===== config.mk =====
export PLATFORM = sky130hd
export DESIGN_NAME = mac_accel_flat
export DESIGN_NICKNAME = d
export VERILOG_FILES = /design/src/rtl/mac_accel_if.sv /design/src/rtl/mac_accel.sv /design/src/flat_wrapper.sv
export SDC_FILE = /design/constraint.sdc
export NUM_CORES = 2
export LEC_CHECK = 0
export ABC_AREA = 1
export ABC_CLOCK_PERIOD_IN_PS = 24800
export CAP_MARGIN = 10
export CORE_MARGIN = 4
export CORE_UTILIZATION = 55
export DETAILED_ROUTE_END_ITERATION = 7
export GPL_ROUTABILITY_DRIVEN = 0
export PLACE_DENSITY = 0.78
export SETUP_SLACK_MARGIN = 0.5
export SYNTH_ARGS = -nofsm -noshare
export SYNTH_HDL_FRONTEND = slang
export SYNTH_SLANG_ARGS = --single-unit

===== constraint.sdc =====
create_clock -name iClk -period 24.8 [get_ports iClk]
set_clock_uncertainty 0.2 [all_clocks]
set_input_delay 7.44 -clock iClk [delete_from_list [all_inputs] [get_ports iClk]]
set_output_delay 7.44 -clock iClk [all_outputs]
set_load 0.01 [all_outputs]

===== src/rtl/mac_accel_if.sv =====
// Purpose: processor-bus view of the mac_accel register file (strobes, address, data, interrupt).
// Latency: none here; the slave registers read data one cycle after the read strobe.
// Backpressure: none; the bus has no wait states.
// Ports: iChipSelect_n/iWrite_n/iRead_n active-low strobes, iAddress word address,
//        iData write data, oData registered read data, oIrq interrupt.
interface mac_accel_if #(
    parameter int DATA_W = 32,
    parameter int ADDR_W = 4
);
    logic              iChipSelect_n;
    logic              iWrite_n;
    logic              iRead_n;
    logic [ADDR_W-1:0] iAddress;
    logic [DATA_W-1:0] iData;
    logic [DATA_W-1:0] oData;
    logic              oIrq;

    modport master (
        output iChipSelect_n, iWrite_n, iRead_n, iAddress, iData,
        input  oData, oIrq
    );

    modport slave (
        input  iChipSelect_n, iWrite_n, iRead_n, iAddress, iData,
        output oData, oIrq
    );
endinterface


===== src/rtl/mac_accel.sv =====
// Purpose: memory-mapped SUM / PRODUCT (shift-add) / DOT accelerator with status and interrupt.
// Latency: SUM NUM_OPS+1, PRODUCT DATA_W+3, DOT (NUM_OPS/2)*(DATA_W+2)+1, reserved 1 cycle.
// Backpressure: none; operand and CTRL writes are dropped while the engine is busy.
// Ports: iClk clock, iReset async active-high reset, bus = mac_accel_if slave
//        (OP[0..NUM_OPS-1], CTRL, RESULT_LO, RESULT_HI, STATUS at consecutive word addresses).
module mac_accel #(
    parameter int DATA_W  = 32,
    parameter int NUM_OPS = 4,
    parameter int ADDR_W  = 4
) (
    input  logic      iClk,
    input  logic      iReset,
    mac_accel_if.slave bus
);
    localparam int ACC_W = 2 * DATA_W;
    localparam int IDX_W = (NUM_OPS > 2) ? $clog2(NUM_OPS) : 1;
    localparam int CNT_W = $clog2(DATA_W);

    localparam logic [ADDR_W-1:0] A_CTRL   = ADDR_W'(NUM_OPS);
    localparam logic [ADDR_W-1:0] A_RES_LO = ADDR_W'(NUM_OPS + 1);
    localparam logic [ADDR_W-1:0] A_RES_HI = ADDR_W'(NUM_OPS + 2);
    localparam logic [ADDR_W-1:0] A_STATUS = ADDR_W'(NUM_OPS + 3);

    localparam logic [1:0] M_SUM = 2'd0;
    localparam logic [1:0] M_PRODUCT = 2'd1;
    localparam logic [1:0] M_DOT = 2'd2;

    typedef enum logic [2:0] {IDLE, SUM, LOAD, SHIFT, ACC, FINISH} state_t;

    state_t             state;
    logic [DATA_W-1:0]  op [NUM_OPS];
    logic [1:0]         mode;
    logic               irqEn;
    logic               busy, done, overflow, error;
    logic [ACC_W-1:0]   acc, product, result;
    logic [DATA_W-1:0]  mcand, mplier;
    logic [IDX_W-1:0]   opIdx;
    logic [CNT_W-1:0]   bitCnt;
    logic [DATA_W-1:0]  rdMux;
    logic [ACC_W:0]     accSum;
    logic [ACC_W-1:0]   shiftedMcand;

    wire wrEn    = !bus.iChipSelect_n && !bus.iWrite_n;
    wire rdEn    = !bus.iChipSelect_n && !bus.iRead_n;
    wire isOp    = bus.iAddress < A_CTRL;
    wire ctrlWr  = wrEn && (bus.iAddress == A_CTRL);
    wire startOk = ctrlWr && bus.iData[3] && (state == IDLE);

    // Carry out of the 2*DATA_W accumulator drives the sticky overflow flag.
    assign accSum       = {1'b0, acc} + {1'b0, product};
    assign shiftedMcand = {{DATA_W{1'b0}}, mcand} << bitCnt;

    always_comb begin
        rdMux = '0;
        if (isOp) begin
            rdMux = op[bus.iAddress[IDX_W-1:0]];
        end else begin
            case (bus.iAddress)
                A_CTRL:   rdMux = {{(DATA_W-3){1'b0}}, irqEn, mode};
                A_RES_LO: rdMux = result[DATA_W-1:0];
                A_RES_HI: rdMux = result[ACC_W-1:DATA_W];
                A_STATUS: rdMux = {{(DATA_W-4){1'b0}}, error, overflow, done, busy};
                default:  rdMux = '0;
            endcase
        end
    end

    assign bus.oIrq = done & irqEn;

    always_ff @(posedge iClk or posedge iReset) begin
        if (iReset) begin
            state    <= IDLE;
            for (int i = 0; i < NUM_OPS; i++) op[i] <= '0;
            mode     <= '0;
            irqEn    <= 1'b0;
            busy     <= 1'b0;
            done     <= 1'b0;
            overflow <= 1'b0;
            error    <= 1'b0;
            acc      <= '0;
            product  <= '0;
            result   <= '0;
            mcand    <= '0;
            mplier   <= '0;
            opIdx    <= '0;
            bitCnt   <= '0;
            bus.oData <= '0;
        end else begin
            // Register-file writes; operands and CTRL are frozen while the engine runs.
            if (wrEn && isOp && state == IDLE)
                op[bus.iAddress[IDX_W-1:0]] <= bus.iData;
            if (ctrlWr && state == IDLE) begin
                mode  <= bus.iData[1:0];
                irqEn <= bus.iData[2];
            end
            if (wrEn && bus.iAddress == A_STATUS && bus.iData[1])
                done <= 1'b0;

            // Read data samples pre-edge state, so a RESULT read on the FINISH edge sees the old value.
            if (rdEn)
                bus.oData <= rdMux;

            // Engine; assignments below override the W1C above so a same-edge set of done wins.
            case (state)
                IDLE: begin
                    if (startOk) begin
                        busy     <= 1'b1;
                        done     <= 1'b0;
                        overflow <= 1'b0;
                        error    <= 1'b0;
                        acc      <= '0;
                        opIdx    <= '0;
                        case (bus.iData[1:0])
                            M_SUM:               state <= SUM;
                            M_PRODUCT, M_DOT:    state <= LOAD;
                            default:             state <= FINISH;
                        endcase
                    end
                end
                SUM: begin
                    acc <= acc + {{DATA_W{1'b0}}, op[opIdx]};
                    if (opIdx == IDX_W'(NUM_OPS - 1))
                        state <= FINISH;
                    else
                        opIdx <= opIdx + IDX_W'(1);
                end
                LOAD: begin
                    mcand   <= op[opIdx];
                    mplier  <= op[opIdx + IDX_W'(1)];
                    product <= '0;
                    bitCnt  <= '0;
                    state   <= SHIFT;
                end
                SHIFT: begin
                    if (mplier[0])
                        product <= product + shiftedMcand;
                    mplier <= mplier >> 1;
                    if (bitCnt == CNT_W'(DATA_W - 1))
                        state <= ACC;
                    else
                        bitCnt <= bitCnt + CNT_W'(1);
                end
                ACC: begin
                    acc <= accSum[ACC_W-1:0];
                    if (accSum[ACC_W])
                        overflow <= 1'b1;
                    // PRODUCT stops after the first pair; DOT walks every pair.
                    if (mode == M_PRODUCT || opIdx == IDX_W'(NUM_OPS - 2)) begin
                        state <= FINISH;
                    end else begin
                        opIdx <= opIdx + IDX_W'(2);
                        state <= LOAD;
                    end
                end
                FINISH: begin
                    result <= acc;
                    done   <= 1'b1;
                    busy   <= 1'b0;
                    if (mode == 2'd3)
                        error <= 1'b1;
                    state  <= IDLE;
                end
                default: state <= IDLE;
            endcase
        end
    end
endmodule


===== src/flat_wrapper.sv =====
// flat-port wrapper written by rule: the top's interface ports become plain ports
module mac_accel_flat 
#(
    parameter int DATA_W  = 32,
    parameter int NUM_OPS = 4,
    parameter int ADDR_W  = 4
)
  (iClk, iReset, bus_iChipSelect_n, bus_iWrite_n, bus_iRead_n, bus_iAddress, bus_iData, bus_oData, bus_oIrq);
  mac_accel_if #(.DATA_W(DATA_W), .ADDR_W(ADDR_W)) bus_i ();
  input  logic iClk;
  input  logic iReset;
  input wire logic [$bits(bus_i.iChipSelect_n)-1:0] bus_iChipSelect_n;
  input wire logic [$bits(bus_i.iWrite_n)-1:0] bus_iWrite_n;
  input wire logic [$bits(bus_i.iRead_n)-1:0] bus_iRead_n;
  input wire logic [$bits(bus_i.iAddress)-1:0] bus_iAddress;
  input wire logic [$bits(bus_i.iData)-1:0] bus_iData;
  output wire logic [$bits(bus_i.oData)-1:0] bus_oData;
  output wire logic [$bits(bus_i.oIrq)-1:0] bus_oIrq;
  assign bus_i.iChipSelect_n = bus_iChipSelect_n;
  assign bus_i.iWrite_n = bus_iWrite_n;
  assign bus_i.iRead_n = bus_iRead_n;
  assign bus_i.iAddress = bus_iAddress;
  assign bus_i.iData = bus_iData;
  assign bus_oData = bus_i.oData;
  assign bus_oIrq = bus_i.oIrq;
  mac_accel #(.DATA_W(DATA_W), .NUM_OPS(NUM_OPS), .ADDR_W(ADDR_W)) u_core (.iClk(iClk), .iReset(iReset), .bus(bus_i));
endmodule

**After elaboration in Yosys (flattened, before gate mapping)**

Cells that the tools add are included.

- Add/sub/neg operators: 6
- Order comparisons: 5
- Equal/unequal tests: 25
- Shift operators: 1
- Mux-type cells: 41
- Bitwise logic cells: 4
- Reduce and logical (&&, ||, !) cells: 30

Operators with widths:

| operator | number |
|---|---|
| 32-bit two-way mux | 8 |
| 32-bit binary-select mux with 2-bit select | 3 |
| 64-bit one-hot mux with 3 select lines | 1 |
| 128-bit bitwise mux | 1 |
| 64-bit two-way mux | 2 |
| 32-bit one-hot mux with 4 select lines | 1 |
| 64-bit one-hot mux with 2 select lines | 1 |
| 64-bit by 64-bit adder with 65-bit output | 1 |
| 64-bit by 32-bit adder with 64-bit output | 1 |
| 64-bit adder | 1 |
| 32-bit demux with 2-bit select | 1 |
| 32-bit one-hot mux with 2 select lines | 1 |
| 32-bit by 5-bit << shifter with 64-bit output | 1 |
| 4-bit by 3-bit == test with 1-bit output, second input constant | 4 |
| 3-bit one-hot mux with 5 select lines | 1 |
| 3-bit two-way mux | 4 |
| 2-bit by 1-bit inequality test with 1-bit output, second input constant | 6 |
| 1-bit logical AND | 11 |
| 5-bit one-hot mux with 2 select lines | 1 |
| 3-bit greater-or-equal comparator, second input constant | 3 |
| 2-bit NOT with 3-bit output | 3 |
| 3-bit AND reduction | 3 |
| 2-bit == test, second input constant | 4 |
| 1-bit one-hot mux with 2 select lines | 4 |
| other kinds (26) | 45 |

- Register bits: 433
- Input port bits: 41
- Output and inout port bits: 33
- Logic and storage cells: 131

**Longest topological paths before layout**

- Depth after elaboration: 7
- Mapped depth: 26
- Mapped depth without buffers: 26

**Worst setup path after synthesis**

OpenSTA, ideal clock, no wires.

- Kind: input to register
- From: in bus_iAddress[0]
- To: reg u_core.acc[4]
- Library setup time: 0.146 ns
- Arrival time: 8.510 ns
- Required time: 24.454 ns
- Setup slack: 15.944 ns
- Stages on the path: 9
- Path buffers: 1
- Cells stage by stage: nor2_2 -> inv_1 -> nor2_2 -> nand4_1 -> nand3_1 -> inv_2 -> buf_2 -> nand2_1 -> o221ai_1

- Word-level cells in the longest chain between the ends: 6

Ends and longest elaborated chain:

| what | RTL line | text |
|---|---|---|
| from (decl) | flat_wrapper.sv:15 | `input wire logic [$bits(bus_i.iAddress)-1:0] bus_iAddress;` |
| 4-bit by 3-bit == test with 1-bit output | mac_accel.sv:46 | `wire ctrlWr = wrEn && (bus.iAddress == A_CTRL);` |
| 1-bit logical AND | mac_accel.sv:46 |  |
| 1-bit logical AND (2 in series) | mac_accel.sv:47 | `wire startOk = ctrlWr && bus.iData[3] && (state == IDLE);` |
| 2-bit by 1-bit inequality test with 1-bit output (no line) | - |  |
| 2-bit AND reduction (no line) | - |  |
| to (signal assigned) | mac_accel.sv:121 | `acc <= acc + {{DATA_W{1'b0}}, op[opIdx]};` |
| to (signal assigned) | mac_accel.sv:144 | `acc <= accSum[ACC_W-1:0];` |
| to (decl) | mac_accel.sv:35 | `logic [ACC_W-1:0] acc, product, result;` |

No other way between the ends.
A chain may end at the register's enable or synchronous reset.

==> flow_summary.yaml <==
run_status:
  outcome: "finished, violations left"
  violations: "design-rule violations"
setup_path:
  rr_worst_depth: 19
  critPathMaxFanout: 175
  critPathTopFamily: "buffers and inverters"
  ff2ff_setup_slack_ns: 19.41
  start_kind: "input pin"
  startpoint: "iReset"
  worstPathRequired_ns: 25.20
  crit-reg2reg-capture: "u_core.product[42]"
  critPathCapture: "u_core.bus.oData[29]"
  worst_path_arrival_time_ns: 10.39
  critical_path_buf_inv_count: 4
  cp.depth: 4
  worstPathCellList: "clkdlybuf4s50_1, inv_8, buf_12, buf_4"
  timing_worst_setup_path_type: "in -> async"
  cp-end-kind: "async pin"
  critPathSlowestCell: "sky130_fd_sc_hd__buf_4"
  critPathMaxStageDelay_ns: 0.88
  worstReg2RegStart: "u_core.bitCnt[1]"
timing:
  post-route-period-util_pct: 40.3
  layout_setup_ws_ns: 14.80
  finalHoldViolCount: 0
  tightestPinTransition_ns: 1.26
  setup_repair_after_global_routing_missed_its_margin: "no"
  setup_viol_count_final: 0
  finalCriticalPeriod_ns: 10.0
  finalMaxSlewViolations: 0
  fmaxAchievable_mhz: 100
  max_slew_margin_pct: 14.9
  setup_tns_ns: 0
die:
  num_rows: 93
  floorplan.initialDensity_pct: 55.9
  num_io_pins: 74
  dieArea_sq_um: 70200
  die_h_microns: 265
  fp.coreArea_sq_um: 64900
  die_width_microns: 265
synthesis:
  synth-seq-cells: 433
  edff_count_synth: 0
  synth_nets: 6287
  ys_types: 51
  seq_area_frac_synth_pct: 29.8
  synth_warnings: 0
  synth_top_cells_by_area: "sky130_fd_sc_hd__dfrtp_1 30%, sky130_fd_sc_hd__nand2_1 24%, sky130_fd_sc_hd__inv_1 9.2%, sky130_fd_sc_hd__o21ai_0 7.9%, sky130_fd_sc_hd__ha_1 5.7%"
  synth_area_sq_um: 36300
  synthArstFlopShare_pct: 100
  synthesis.instances: 6078
  synth_top_area_share_pct: 29.8
  synth_area_leader_cell: "sky130_fd_sc_hd__dfrtp_1"
  synth_flop_cell: "sky130_fd_sc_hd__dfrtp_1"
  syn_avg_cell_area_sq_um: 5.97
hold_path:
  min_path_type: "reg -> reg"
  worst_hold_startpoint: "u_core.result[13]"
placement:
  place.detailed.instances: 6844
  portBuffers: 73
  detailed_place.area_sq_um: 37600
  dpl.hpwl_microns: 103000
  placement.setup.worst_slack_ns: 14.12
detailed_routing:
  detailedRoute.firstPassIterationCount: 8
  detail_route.vias_per_cell: 5.79
  drt.antenna.violating_nets: 0
  drt-total-wl_microns: 133000
  detailed_routed_wire_length_on_met2_microns: 53700
  met3_length_microns: 16900
  vias: 40139
  maxUsedRoutingLayer: "met5"
  drt-met1-wl_microns: 52200
  drtIter0Drc: 5623
  route.detailed.wl_per_inst_microns: 19.2
  route.detailed.drc: 15
cts:
  ctsLongestPathBuffers: 3
  clock_latency_ns: 0.63
  clockRootBuffer: "sky130_fd_sc_hd__clkbuf_16"
  cts_tree: "done"
  post-cts-setup-buffer-count: 0
  hold_buffers: 0
  cts_sinks: 433
  clk_pin_slew_ns: 0.06
  cts_resized: 0
  tritoncts.num_buffers: 47
  clock_tree.htree_level_count: 2
cells_and_area:
  most_frequent_cells_in_the_layout: "2306 x sky130_fd_sc_hd__nand2_1, 892 x sky130_fd_sc_hd__inv_1, 576 x sky130_fd_sc_hd__o21ai_0"
  fin_area_sq_um: 39300
  mostFrequentLayoutCell: "sky130_fd_sc_hd__nand2_1"
  filler_cell_count: 6310
  num_antenna_cells: 0
  finish.cell_count_without_fillers: 6931
  drive_gt1_share_pct: 3.00
  synthToLayoutAreaGrowth_pct: 8.28
  final_net_count: 6247
grt:
  grt_overflow_total: 0
  antenna_found_initial: 2
  grt_pass1_vias: 35599
  grt_pass1_wl_microns: 202000
  global_route.usage.total_pct: 36.7
  largest_net_degree_at_the_start_of_global_routing: 176
power_and_ir_drop:
  totalPowerFinal_mw: 1.62
  ir_drop_mv: 0.0560
  power-per-cell-area_nw_per_um2: 41.1
  static_leakage_nw: 21.1
run:
  max_cap_violation_count: 0
cells by family (layout without fill, tap and decap cells):
logic type,after synthesis,after routing,synth area share (%)
buffers and inverters,1098,1096,11.5
AND/OR/NAND/NOR,3352,3352,37.2
adder cells (fa/ha/maj),168,168,5.85
flip-flops,433,433,29.8
multiplexers,19,19,0.524
AO/OA/AOI/OAI,998,998,14.8
XOR/XNOR,10,10,0.241
worst min path at each step:
stage,cells past startpoint,end,slack (ns)
final,2,u_core.result[13],0.27
after global routing,2,u_core.result[13],0.29
after CTS,2,u_core.result[8],0.27
after detailed placement,2,u_core.result[16],0.26
after global placement,2,u_core.result[22],0.26
after floorplan,2,u_core.overflow,0.24
through the flow:
stage / utilization [%] / hold slack, ns
floorplan: - / 0.242
global placement: 57.9 / 0.256
detailed placement: 57.9 / 0.258
CTS: 60.6 / 0.274
global route: 60.6 / 0.295
finish: 60.6 / 0.272
synth_stat cells (50+ instances only):
| master | n |
|---|---|
| sky130_fd_sc_hd__nand2_1 | 2306 |
| sky130_fd_sc_hd__nand3_1 | 338 |
| sky130_fd_sc_hd__nand4_1 | 64 |
| sky130_fd_sc_hd__nor2_1 | 503 |
| sky130_fd_sc_hd__o22ai_1 | 50 |
| sky130_fd_sc_hd__ha_1 | 165 |
| sky130_fd_sc_hd__dfrtp_1 | 433 |
| sky130_fd_sc_hd__inv_1 | 894 |
| sky130_fd_sc_hd__o21ai_0 | 576 |
| sky130_fd_sc_hd__a21oi_1 | 255 |
| sky130_fd_sc_hd__clkbuf_1 | 139 |
| sky130_fd_sc_hd__nor3_1 | 67 |
tightest hold or removal path, delay by kind of cell (launching register included):
kind,cells,cell delay [ns]
flops,1,0.34
simple gates,2,0.09
area by class of cell:
cell class                      instances  area, sq um  share of cell area [%]
Clock buffer                           59         1290                    3.28
Clock inverter                         28          417                    1.06
Inverter                              906         3410                    8.68
Multi-Input combinational cell       4547        21300                    54.2
Sequential cell                       433        10800                    27.6
Tap cell                              855         1070                    2.72
Timing Repair Buffer                  103          968                    2.46
registers in the layout, indices dropped and copies added, names as in the netlist:
name	cells
u_core.error	1
u_core.acc	64
u_core.mplier	32
u_core.bitCnt	5
u_core.mcand	32
u_core.done	1
u_core.busy	1
u_core.state	3
u_core.op	128
u_core.overflow	1
u_core.result	64
u_core.irqEn	1
u_core.opIdx	2
u_core.product	64
u_core.mode	2
u_core.bus.oData	32
per-layer routing:
metal	vias to the layer above	track usage [%]
met4	4	22.5
met2	2413	53.4
met5	-	0
li1	19179	-
met1	18118	50.1
met3	425	7.76
power breakdown:
part	leakage [nW]	internal (mW)	switching [mW]
logic	14.7	0.0366	0.0730
clock network	0.819	0.458	0.327
registers	5.60	0.714	0.00691
total	21.1	1.21	0.407
(Power assumes the default switching activity.)
